[src/rtl/spi_subunit_core.sv]
// SPI peripheral core: oversampled pins, all four SPI modes, back-to-back words.
// Optional frame error reporting is enabled with `define SPI_SUBUNIT_FRAME_ERR_EN.
module spi_subunit_core #(
    parameter int                    DATA_WIDTH = 8,
    parameter bit                    CPOL       = 1'b0,
    parameter bit                    CPHA       = 1'b0,
    parameter logic [DATA_WIDTH-1:0] DEFAULT_TX = '0
) (
    input  logic                  clk,
    input  logic                  rst_n,
    input  logic                  sclk,
    input  logic                  cs,
    input  logic                  mosi,
    output logic                  miso,
    output logic                  miso_oe,
    input  logic [DATA_WIDTH-1:0] tx_data,
    input  logic                  tx_valid,
    output logic                  tx_ready,
    output logic [DATA_WIDTH-1:0] rx_data,
    output logic                  rx_valid,
    output logic                  tx_underrun,
    output logic                  frame_err,
    output logic                  busy
);
    localparam int CNT_W = $clog2(DATA_WIDTH + 1);

    typedef enum logic {ST_IDLE, ST_ACTIVE} state_t;

    state_t                state_reg, state_next;
    logic [2:0]            sclk_sync_reg;
    logic [2:0]            cs_sync_reg;
    logic [1:0]            mosi_sync_reg;
    logic [CNT_W-1:0]      bit_cnt_reg;
    logic [DATA_WIDTH-2:0] rx_shift_reg;
    logic [DATA_WIDTH-1:0] tx_shift_reg;
    logic [DATA_WIDTH-1:0] hold_reg;
    logic                  hold_full_reg;
    logic [DATA_WIDTH-1:0] rx_data_reg;
    logic                  rx_valid_reg;
    logic                  tx_underrun_reg;

    logic sclk_rise, sclk_fall, lead_edge, trail_edge, sample_edge, shift_edge;
    logic cs_fall, cs_rise, active, abort, do_sample, do_shift;
    logic word_load, word_done, accept;
    logic [DATA_WIDTH-1:0] rx_word;

    // cs chain resets low so a select already asserted at reset release is not seen as a fall
    always_ff @(posedge clk or negedge rst_n) begin
        if (!rst_n) begin
            sclk_sync_reg <= {3{CPOL}};
            cs_sync_reg   <= 3'b000;
            mosi_sync_reg <= 2'b00;
        end else begin
            sclk_sync_reg <= {sclk_sync_reg[1:0], sclk};
            cs_sync_reg   <= {cs_sync_reg[1:0], cs};
            mosi_sync_reg <= {mosi_sync_reg[0], mosi};
        end
    end

    assign sclk_rise   = sclk_sync_reg[1] & ~sclk_sync_reg[2];
    assign sclk_fall   = ~sclk_sync_reg[1] & sclk_sync_reg[2];
    assign lead_edge   = CPOL ? sclk_fall : sclk_rise;
    assign trail_edge  = CPOL ? sclk_rise : sclk_fall;
    assign sample_edge = CPHA ? trail_edge : lead_edge;
    assign shift_edge  = CPHA ? lead_edge : trail_edge;
    assign cs_fall     = ~cs_sync_reg[1] & cs_sync_reg[2];
    assign cs_rise     = cs_sync_reg[1] & ~cs_sync_reg[2];

    always_ff @(posedge clk or negedge rst_n) begin
        if (!rst_n) state_reg <= ST_IDLE;
        else        state_reg <= state_next;
    end

    always_comb begin
        state_next = state_reg;
        case (state_reg)
            ST_IDLE:   if (cs_fall) state_next = ST_ACTIVE;
            ST_ACTIVE: if (cs_rise) state_next = ST_IDLE;
            default:   state_next = ST_IDLE;
        endcase
    end

    // A cs rise in the same cycle as an sclk edge suppresses that edge
    assign active    = (state_reg == ST_ACTIVE);
    assign abort     = active & cs_rise;
    assign do_sample = active & ~cs_rise & sample_edge;
    assign do_shift  = active & ~cs_rise & shift_edge;
    // With bit_cnt at zero the shift edge is either the first of a word (CPHA=1)
    // or the one right after the last sample (CPHA=0): both start a new word
    assign word_load = (~active & cs_fall & ~CPHA) | (do_shift & (bit_cnt_reg == '0));
    assign word_done = do_sample & (bit_cnt_reg == CNT_W'(DATA_WIDTH - 1));
    assign accept    = tx_valid & ~hold_full_reg;
    assign rx_word   = {rx_shift_reg, mosi_sync_reg[1]};

    always_ff @(posedge clk or negedge rst_n) begin
        if (!rst_n) begin
            bit_cnt_reg     <= '0;
            rx_shift_reg    <= '0;
            tx_shift_reg    <= '0;
            hold_reg        <= '0;
            hold_full_reg   <= 1'b0;
            rx_data_reg     <= '0;
            rx_valid_reg    <= 1'b0;
            tx_underrun_reg <= 1'b0;
        end else begin
            if (abort) begin
                bit_cnt_reg  <= '0;
                rx_shift_reg <= '0;
            end else if (do_sample) begin
                rx_shift_reg <= rx_word[DATA_WIDTH-2:0];
                bit_cnt_reg  <= word_done ? '0 : bit_cnt_reg + 1'b1;
            end

            if (word_load)
                tx_shift_reg <= hold_full_reg ? hold_reg : DEFAULT_TX;
            else if (do_shift)
                tx_shift_reg <= {tx_shift_reg[DATA_WIDTH-2:0], 1'b0};

            // The load uses the old content; a same-cycle accept refills the register
            if (accept)
                hold_reg <= tx_data;
            hold_full_reg <= accept | (hold_full_reg & ~word_load);

            if (word_done)
                rx_data_reg <= rx_word;
            rx_valid_reg    <= word_done;
            tx_underrun_reg <= word_load & ~hold_full_reg;
        end
    end

`ifdef SPI_SUBUNIT_FRAME_ERR_EN
    logic frame_err_reg;
    always_ff @(posedge clk or negedge rst_n) begin
        if (!rst_n) frame_err_reg <= 1'b0;
        else        frame_err_reg <= abort & (bit_cnt_reg != '0);
    end
    assign frame_err = frame_err_reg;
`else
    assign frame_err = 1'b0;
`endif

    assign miso        = tx_shift_reg[DATA_WIDTH-1];
    assign miso_oe     = active & ~cs_sync_reg[1];
    assign busy        = active & ~cs_sync_reg[1];
    assign tx_ready    = ~hold_full_reg;
    assign rx_data     = rx_data_reg;
    assign rx_valid    = rx_valid_reg;
    assign tx_underrun = tx_underrun_reg;

endmodule

[config.mk]
export PLATFORM = sky130hd
export DESIGN_NAME = spi_subunit_core
export DESIGN_NICKNAME = d
export VERILOG_FILES = /design/src/rtl/spi_subunit_core.sv
export SDC_FILE = /design/constraint.sdc
export NUM_CORES = 1
export LEC_CHECK = 0
export CORE_UTILIZATION = 40
export DETAILED_ROUTE_END_ITERATION = 8
export PLACE_DENSITY = 0.68
export SLEW_MARGIN = 20
export SYNTH_ARGS = -nofsm -noshare
export SYNTH_HDL_FRONTEND = slang
export SYNTH_SLANG_ARGS = --single-unit
[constraint.sdc]
create_clock -name clk -period 4.4 [get_ports clk]
set_input_delay 0.88 -clock clk [delete_from_list [all_inputs] [get_ports clk]]
set_output_delay 0.88 -clock clk [all_outputs]
set_load 0.05 [all_outputs]
# Word level (Yosys, flattened, before mapping)

Cells that the tools add are included.

Output and inout port bits: 15
Input port bits: 14
Bits in registers: 47
Logic and storage cells: 53

Muxes and demuxes: 11
Equal/unequal tests: 1
Add/sub/neg operators: 1
Reductions and logical operators: 3
Bitwise gates (word level): 25

Operators with widths:

| cell                | number |
|---|---|
| $mux 8              | 3 |
| $and 1x1->1         | 15 |
| $mux 7              | 2 |
| $mux 4              | 3 |
| $not 1->1           | 8 |
| $add 4x1->4 const B | 1 |
| $eq 4x3->1 const B  | 1 |
| $logic_not 4->1     | 1 |
| $reduce_bool 2->1   | 2 |
| $mux 1              | 2 |
| $or 1x1->1          | 2 |
| $pmux 1 s2          | 1 |

# Longest topological paths before layout

Gate-level depths: netlist of the first run.

Depth in word-level cells: 10
Mapped depth: 6
Mapped depth without buffers: 5

# Worst setup path after synthesis of the first run

OpenSTA, ideal clock, no wires.

Path type: register -> output
Start point: reg state_reg, in the netlist active
End point: out miso_oe
Setup slack: 1.698 ns
Data arrival time: 1.822 ns
Required time: 3.520 ns
Stages on the path, launching flop included: 4
Cells stage by stage: dfrtp_1 > clkbuf_1 > nor2b_1 > buf_4

Word-level cells in the longest chain between the ends: 1

RTL lines:

| item                   | RTL line | text |
|---|---|---|
| from (decl)            | 29       | `state_t state_reg, state_next;` |
| from (signal assigned) | 71       | `else state_reg <= state_next;` |
| $and 1x1->1            | --       |  |
| to (decl)              | 15       | `output logic miso_oe,` |

No other way between the ends.

# Worst setup path in the final report of the first run

Start point: reg state_reg, in the netlist active
End point: out busy

Word-level cells in the longest chain between the ends: 1

RTL lines:

| item        | RTL line | text |
|---|---|---|
| $and 1x1->1 | 144      | `assign busy = active & ~cs_sync_reg[1];` |
| to (decl)   | 23       | `output logic busy` |

No other way between the ends.

==> flow_metrics.env, run 1 <==
export IMPL_overflow=0
export IMPL_max_stage_delay_ns=0.82
export IMPL_synth_distinct_cells=34
export IMPL_vias=1422
export IMPL_r2r_cells=3
export IMPL_postCtsSetupRepairBufs=0
export IMPL_clock_path_buffers=2
export IMPL_synth_mux_area_fraction_pct=9.41
export IMPL_slew_violations=0
export IMPL_num_antenna_cells=0
export IMPL_grt_pass1_wl_mm=6.59
export IMPL_netlist_area_sq_um=2030
export IMPL_antenna_found_initial=0
export IMPL_clk_latency_ns=0.30
export IMPL_avgSynthCellArea_sq_um=11.7
export IMPL_final_setup_tns_ns=0
export IMPL_skew_ns=0.00734
export IMPL_routabilityCongestion=0.762
export IMPL_synth_edf_count=0
export IMPL_fmax_mhz=348
export IMPL_hold_buffers=0
export IMPL_crit_path_start="active$_DFF_PN0_"
export IMPL_area_growth_pct=18.8
export IMPL_synthCells=174
export IMPL_die_w_um=73.3
export IMPL_timing_final_crit_share_pct=65.2
export IMPL_syn_nets=190
export IMPL_pin_count=29
export IMPL_synth_xor_area_share_pct=0
export IMPL_core_sq_um=4820
export IMPL_rr_startpoint="active$_DFF_PN0_"
export IMPL_cp_cell_sequence="nor2b_1 -> clkdlybuf4s50_1"
export IMPL_start_util_pct=42.2
export IMPL_finalCriticalPeriod_ns=2.87
export IMPL_crit_end="busy"
export IMPL_dr_first_iter_drc_count=165
export IMPL_synth_top_family_by_area="compound AO/OA/AOI/OAI gates"
export IMPL_drc=0
export IMPL_placed_area_sq_um=2310
export IMPL_io_buffers=27
export IMPL_die_area_sq_um=5380
export IMPL_synth_compound_area_share_pct=14.0
export IMPL_ys_warn_count=0
export IMPL_rows=25
export IMPL_grt_pass1_vias=1345
export IMPL_cts_resized=0
export IMPL_crit_arrival_ns=1.99
export IMPL_detail_route_antenna_nets=0
export IMPL_hold_violations=0
export IMPL_ff2ff_setup_slack_ns=2.18
export IMPL_design_area_sq_um=2420
export IMPL_setup_viol=0
export IMPL_wl_per_cell_um=14.0
export IMPL_seqCellArea_sq_um=1180
export IMPL_htree_levels=2
export IMPL_grt_max_degree=48
export IMPL_grt_use_total_pct=16.5
export IMPL_dp_hpwl_mm=2.42
export IMPL_cellPowerDensity_nw_per_um2=471
export IMPL_fillers=454
export IMPL_dr_pass1_iters=4
export IMPL_hold_class="reg -> reg"
export IMPL_cts_sinks=47
export IMPL_cts_tree="built"
export IMPL_maxCapViolations=0
export IMPL_multiInputGateArea_sq_um=771
export IMPL_layout_drive_gt1_share_pct=14.9
export IMPL_numCtsBuffers=5
export IMPL_max_vdd_ir_drop_uv=307
export IMPL_synthFlopType="dfrtp_1"
export IMPL_rsz0062_at_grt="false"
export IMPL_cp_data_required_time_ns=3.52
export IMPL_cts_root_buf="clkbuf_8"
export IMPL_synth_fa_ha_area_share_pct=1.23
export IMPL_p_leak_nw=0.997
export IMPL_wl_mm=3.65
export IMPL_startpoint_type="flop"
export IMPL_ys_seq_area_share_pct=57.8
export IMPL_chipHeight_um=73.3
export IMPL_async_flop_share_pct=100
export IMPL_path_clk_slew_ns=0.08
export IMPL_outcome="finished, final reports clean"
export IMPL_r2r_end="tx_shift_reg[0]$_DFFE_PN0P_"
export IMPL_worst_pin_slew_ns=0.860
export IMPL_critPathCaptureType="output port"
export IMPL_synth_simple_gate_area_share_pct=13.0
export IMPL_maxSlewHeadroom_pct=42.6
export IMPL_vias_per_cell=5.45
export IMPL_critical_path_class="reg -> out"
export IMPL_synth_seq_cells=47
export IMPL_crit_slowest_cell="clkdlybuf4s50_1"
export IMPL_critPathMaxFanout=16
export IMPL_nets=209
## cells in the final DEF, fill, tap and decap left out, types with 2 or more instances in the layout
| cell | instances |
|---|---|
| ha_1 | 2 |
| o31ai_1 | 3 |
| clkdlybuf4s50_1 | 26 |
| mux2_2 | 16 |
| a311oi_1 | 7 |
| o21ai_0 | 8 |
| a31oi_1 | 8 |
| inv_1 | 5 |
| nand3_1 | 16 |
| clkbuf_8 | 7 |
| nor2b_1 | 4 |
| nor2_1 | 3 |
| nand3b_1 | 2 |
| o211ai_1 | 7 |
| or3b_2 | 2 |
| a21oi_1 | 10 |
| dfrtp_1 | 47 |
| nand2_1 | 5 |
## through the flow
stage	hold WS (ns)	utilization, %	power [W]	setup slack, ns	std cells
2_1_floorplan	0.331	-	0.000788	1.70	174
3_3_place_gp	0.335	48.1	0.000862	1.88	253
3_5_place_dp	0.337	48.1	0.000870	1.86	253
4_1_cts	0.355	50.1	0.00115	1.53	261
5_1_grt	0.364	50.2	0.00121	1.41	261
6_report	0.353	50.2	0.00114	1.53	261
## power breakdown
group	switching (W)	total, W	internal, W
clock network	0.000134	0.000277	0.000143
logic	0.000149	0.000275	0.000126
registers	0.0000624	0.000586	0.000523
## synthesized netlist by cell type, drive strengths merged, types with 3 or more instances
cell type  count  share of area (%)
a311oi         7                3.0
o211ai         7                2.6
nand3         16                3.9
buf            7                1.9
nand3b         3                1.3
inv            5               0.92
nor2           3               0.55
nor2b          4                1.2
mux2          17                9.4
o31ai          3                1.1
clkbuf         8                1.5
nand2          5               0.92
o21ai          8                2.0
dfrtp         47                 58
a31oi          8                2.5
a21oi         10                2.5
## cell families (layout without fill, tap and decap cells)
group,Yosys count,after routing
DFF,47,47
AOI/OAI and AO/OA,44,44
buffers and inverters,20,40
and+or+nand+nor,43,43
muxes,17,17
adders and majority gates,2,2
other,1,1
## per-layer routing
| layer | share of wire, % | global-route usage (%) |
|---|---|---|
| met4 | 2.1 | 7.05 |
| met1 | 49 | 23.7 |
| met3 | 4.0 | 4.12 |
| met5 | 0 | 0 |
| met2 | 45 | 23.6 |
## worst min path at each step
stage,start,end,slack (ns),cells after the start
floorplan,cs_sync_reg[0]$_DFF_PN0_,cs_sync_reg[1]$_DFF_PN0_,0.33,0
global placement,mosi_sync_reg[0]$_DFF_PN0_,mosi_sync_reg[1]$_DFF_PN0_,0.33,0
detailed placement,mosi_sync_reg[0]$_DFF_PN0_,mosi_sync_reg[1]$_DFF_PN0_,0.34,0
CTS,mosi_sync_reg[0]$_DFF_PN0_,mosi_sync_reg[1]$_DFF_PN0_,0.36,0
global route,sclk_sync_reg[0]$_DFF_PN0_,sclk_sync_reg[1]$_DFF_PN0_,0.36,0
finish,mosi_sync_reg[0]$_DFF_PN0_,mosi_sync_reg[1]$_DFF_PN0_,0.35,0
## area by class of cell
cell class | count | area share (%)
multi-input cells | 107 | 31.9
flip-flops and latches | 47 | 48.7
inverters | 5 | 0.776
repair buffers | 27 | 11.1
clock buffers | 8 | 4.14
well taps | 67 | 3.47
## critical path, delay by kind of cell (launching register included)
| kind | cells | cell delay (ns) |
|---|---|---|
| and+or+nand+nor | 1 | 0.23 |
| DFF | 1 | 0.65 |
| buffers and inverters | 1 | 0.82 |
No activity file was read; power rests on OpenSTA's default activity.
==> run 2, diff against run 1 <==
PLACE_DENSITY = 0.7   (was 0.68)
clock period = 2.5 ns   (was 4.4 ns; I/O delays follow)
==> flow_metrics.env, run 2 (synthesis results as in run 1) <==
export IMPL_design_area_sq_um=2470
export IMPL_crit_slowest_cell="clkdlybuf4s50_1"
export IMPL_max_vdd_ir_drop_uv=469
export IMPL_rr_startpoint="bit_cnt_reg[0]$_DFFE_PN0P_"
export IMPL_dr_first_iter_drc_count=85
export IMPL_critPathCaptureType="output port"
export IMPL_detail_route_antenna_nets=0
export IMPL_antenna_found_initial=0
export IMPL_fmax_mhz=446
export IMPL_crit_arrival_ns=1.74
export IMPL_layout_drive_gt1_share_pct=17.9
export IMPL_skew_ns=0.00312
export IMPL_postCtsSetupRepairBufs=0
export IMPL_grt_use_total_pct=16.1
export IMPL_io_buffers=27
export IMPL_maxSlewHeadroom_pct=45.4
export IMPL_grt_max_degree=26
export IMPL_maxCapViolations=0
export IMPL_clk_latency_ns=0.30
export IMPL_dr_pass1_iters=4
export IMPL_vias=1438
export IMPL_num_antenna_cells=0
export IMPL_dp_hpwl_mm=2.62
export IMPL_dp_cells=260
export IMPL_r2r_end="tx_shift_reg[5]$_DFFE_PN0P_"
export IMPL_wl_mm=3.78
export IMPL_critPathTopFamily="buffers and inverters"
export IMPL_setup_viol=0
export IMPL_startpoint_type="flop"
export IMPL_overflow=0
export IMPL_drc=0
export IMPL_pin_count=29
export IMPL_cp_data_required_time_ns=2.00
export IMPL_area_growth_pct=21.6
export IMPL_core_sq_um=4820
export IMPL_cts_resized=0
export IMPL_vias_per_cell=5.37
export IMPL_slew_violations=0
export IMPL_routabilityCongestion=0.784
export IMPL_cp_num_buf_inv=1
export IMPL_grt_pass1_vias=1314
export IMPL_ff2ff_setup_slack_ns=0.67
export IMPL_cp_cell_sequence="nor2b_1 -> clkdlybuf4s50_1"
export IMPL_grt_pass1_wl_mm=6.49
export IMPL_die_w_um=73.3
export IMPL_critical_path_class="reg -> out"
export IMPL_cp_depth=2
export IMPL_die_area_sq_um=5380
export IMPL_critPathMaxFanout=8
export IMPL_cts_root_buf="clkbuf_8"
export IMPL_cellPowerDensity_nw_per_um2=814
export IMPL_chipHeight_um=73.3
export IMPL_cts_tree="built"
export IMPL_final_setup_tns_ns=0
export IMPL_clock_path_buffers=2
export IMPL_numCtsBuffers=5
export IMPL_placed_area_sq_um=2380
export IMPL_start_util_pct=42.2
export IMPL_layout_commonest_cell="dfrtp_1"
export IMPL_path_clk_slew_ns=0.08
export IMPL_htree_levels=2
export IMPL_rsz0062_at_grt="false"
export IMPL_final_cell_mix="dfrtp_1 (47), clkdlybuf4s50_1 (26), nand3_1 (16), mux2_2 (16), a21oi_1 (10)"
export IMPL_r2r_cells=5
export IMPL_p_leak_nw=1.03
export IMPL_hold_class="in -> async"
export IMPL_finalCriticalPeriod_ns=2.24
export IMPL_hold_buffers=0
export IMPL_wl_per_cell_um=14.1
export IMPL_max_stage_delay_ns=0.82
export IMPL_timing_final_crit_share_pct=89.6
export IMPL_rows=25
export IMPL_cts_sinks=47
export IMPL_crit_path_start="cs_sync_reg[1]$_DFF_PN0_"
export IMPL_nets=216
export IMPL_outcome="finished, final reports clean"
export IMPL_final_cell_count_no_fill=268
export IMPL_crit_end="miso_oe"
export IMPL_hold_violations=0
export IMPL_worst_pin_slew_ns=0.817
[run 2: worst min path at each step]
stage	start	to	slack, ns
3_3_place_gp	mosi_sync_reg[0]$_DFF_PN0_	mosi_sync_reg[1]$_DFF_PN0_	0.33
3_5_place_dp	mosi_sync_reg[0]$_DFF_PN0_	mosi_sync_reg[1]$_DFF_PN0_	0.34
2_1_floorplan	rst_n	active$_DFF_PN0_	0.20
4_1_cts	rst_n	bit_cnt_reg[3]$_DFFE_PN0P_	0.19
5_1_grt	rst_n	bit_cnt_reg[3]$_DFFE_PN0P_	0.21
6_report	rst_n	hold_reg[0]$_DFFE_PN0P_	0.18
[run 2: area by class of cell]
cell class | instances | area (sq um)
Timing Repair Buffer | 34 | 330
Clock buffer | 7 | 86.3
Multi-Input combinational cell | 107 | 771
Inverter | 5 | 18.8
Tap cell | 67 | 83.8
Clock inverter | 1 | 8.76
Sequential cell | 47 | 1180
Fill cell | 437 | 2340
[run 2: stage by stage]
step | worst slack [ns] | utilization [%] | power [W] | hold WS (ns)
floorplan | 0.178 | - | 0.00139 | 0.204
global placement | 0.601 | 49.4 | 0.00153 | 0.335
detailed placement | 0.587 | 49.4 | 0.00156 | 0.337
CTS | 0.248 | 51.4 | 0.00203 | 0.192
global route | 0.164 | 51.4 | 0.00214 | 0.209
finish | 0.260 | 51.4 | 0.00201 | 0.175
[run 2: metal layers]
metal / vias to the layer above / track usage [%] / part of all wire, %
met3: 7 / 4.12 / 4.4
met1: 705 / 23.8 / 49
met5: - / 0 / 0
met4: 0 / 6.62 / 1.6
met2: 42 / 22.3 / 45
li1: 684 / - / -
[run 2: report_power, final]
| group | switching, W | total, W | internal [W] |
|---|---|---|---|
| clock | 0.000245 | 0.000472 | 0.000227 |
| sequential | 0.000109 | 0.00103 | 0.000921 |
| combinational | 0.000279 | 0.000513 | 0.000234 |
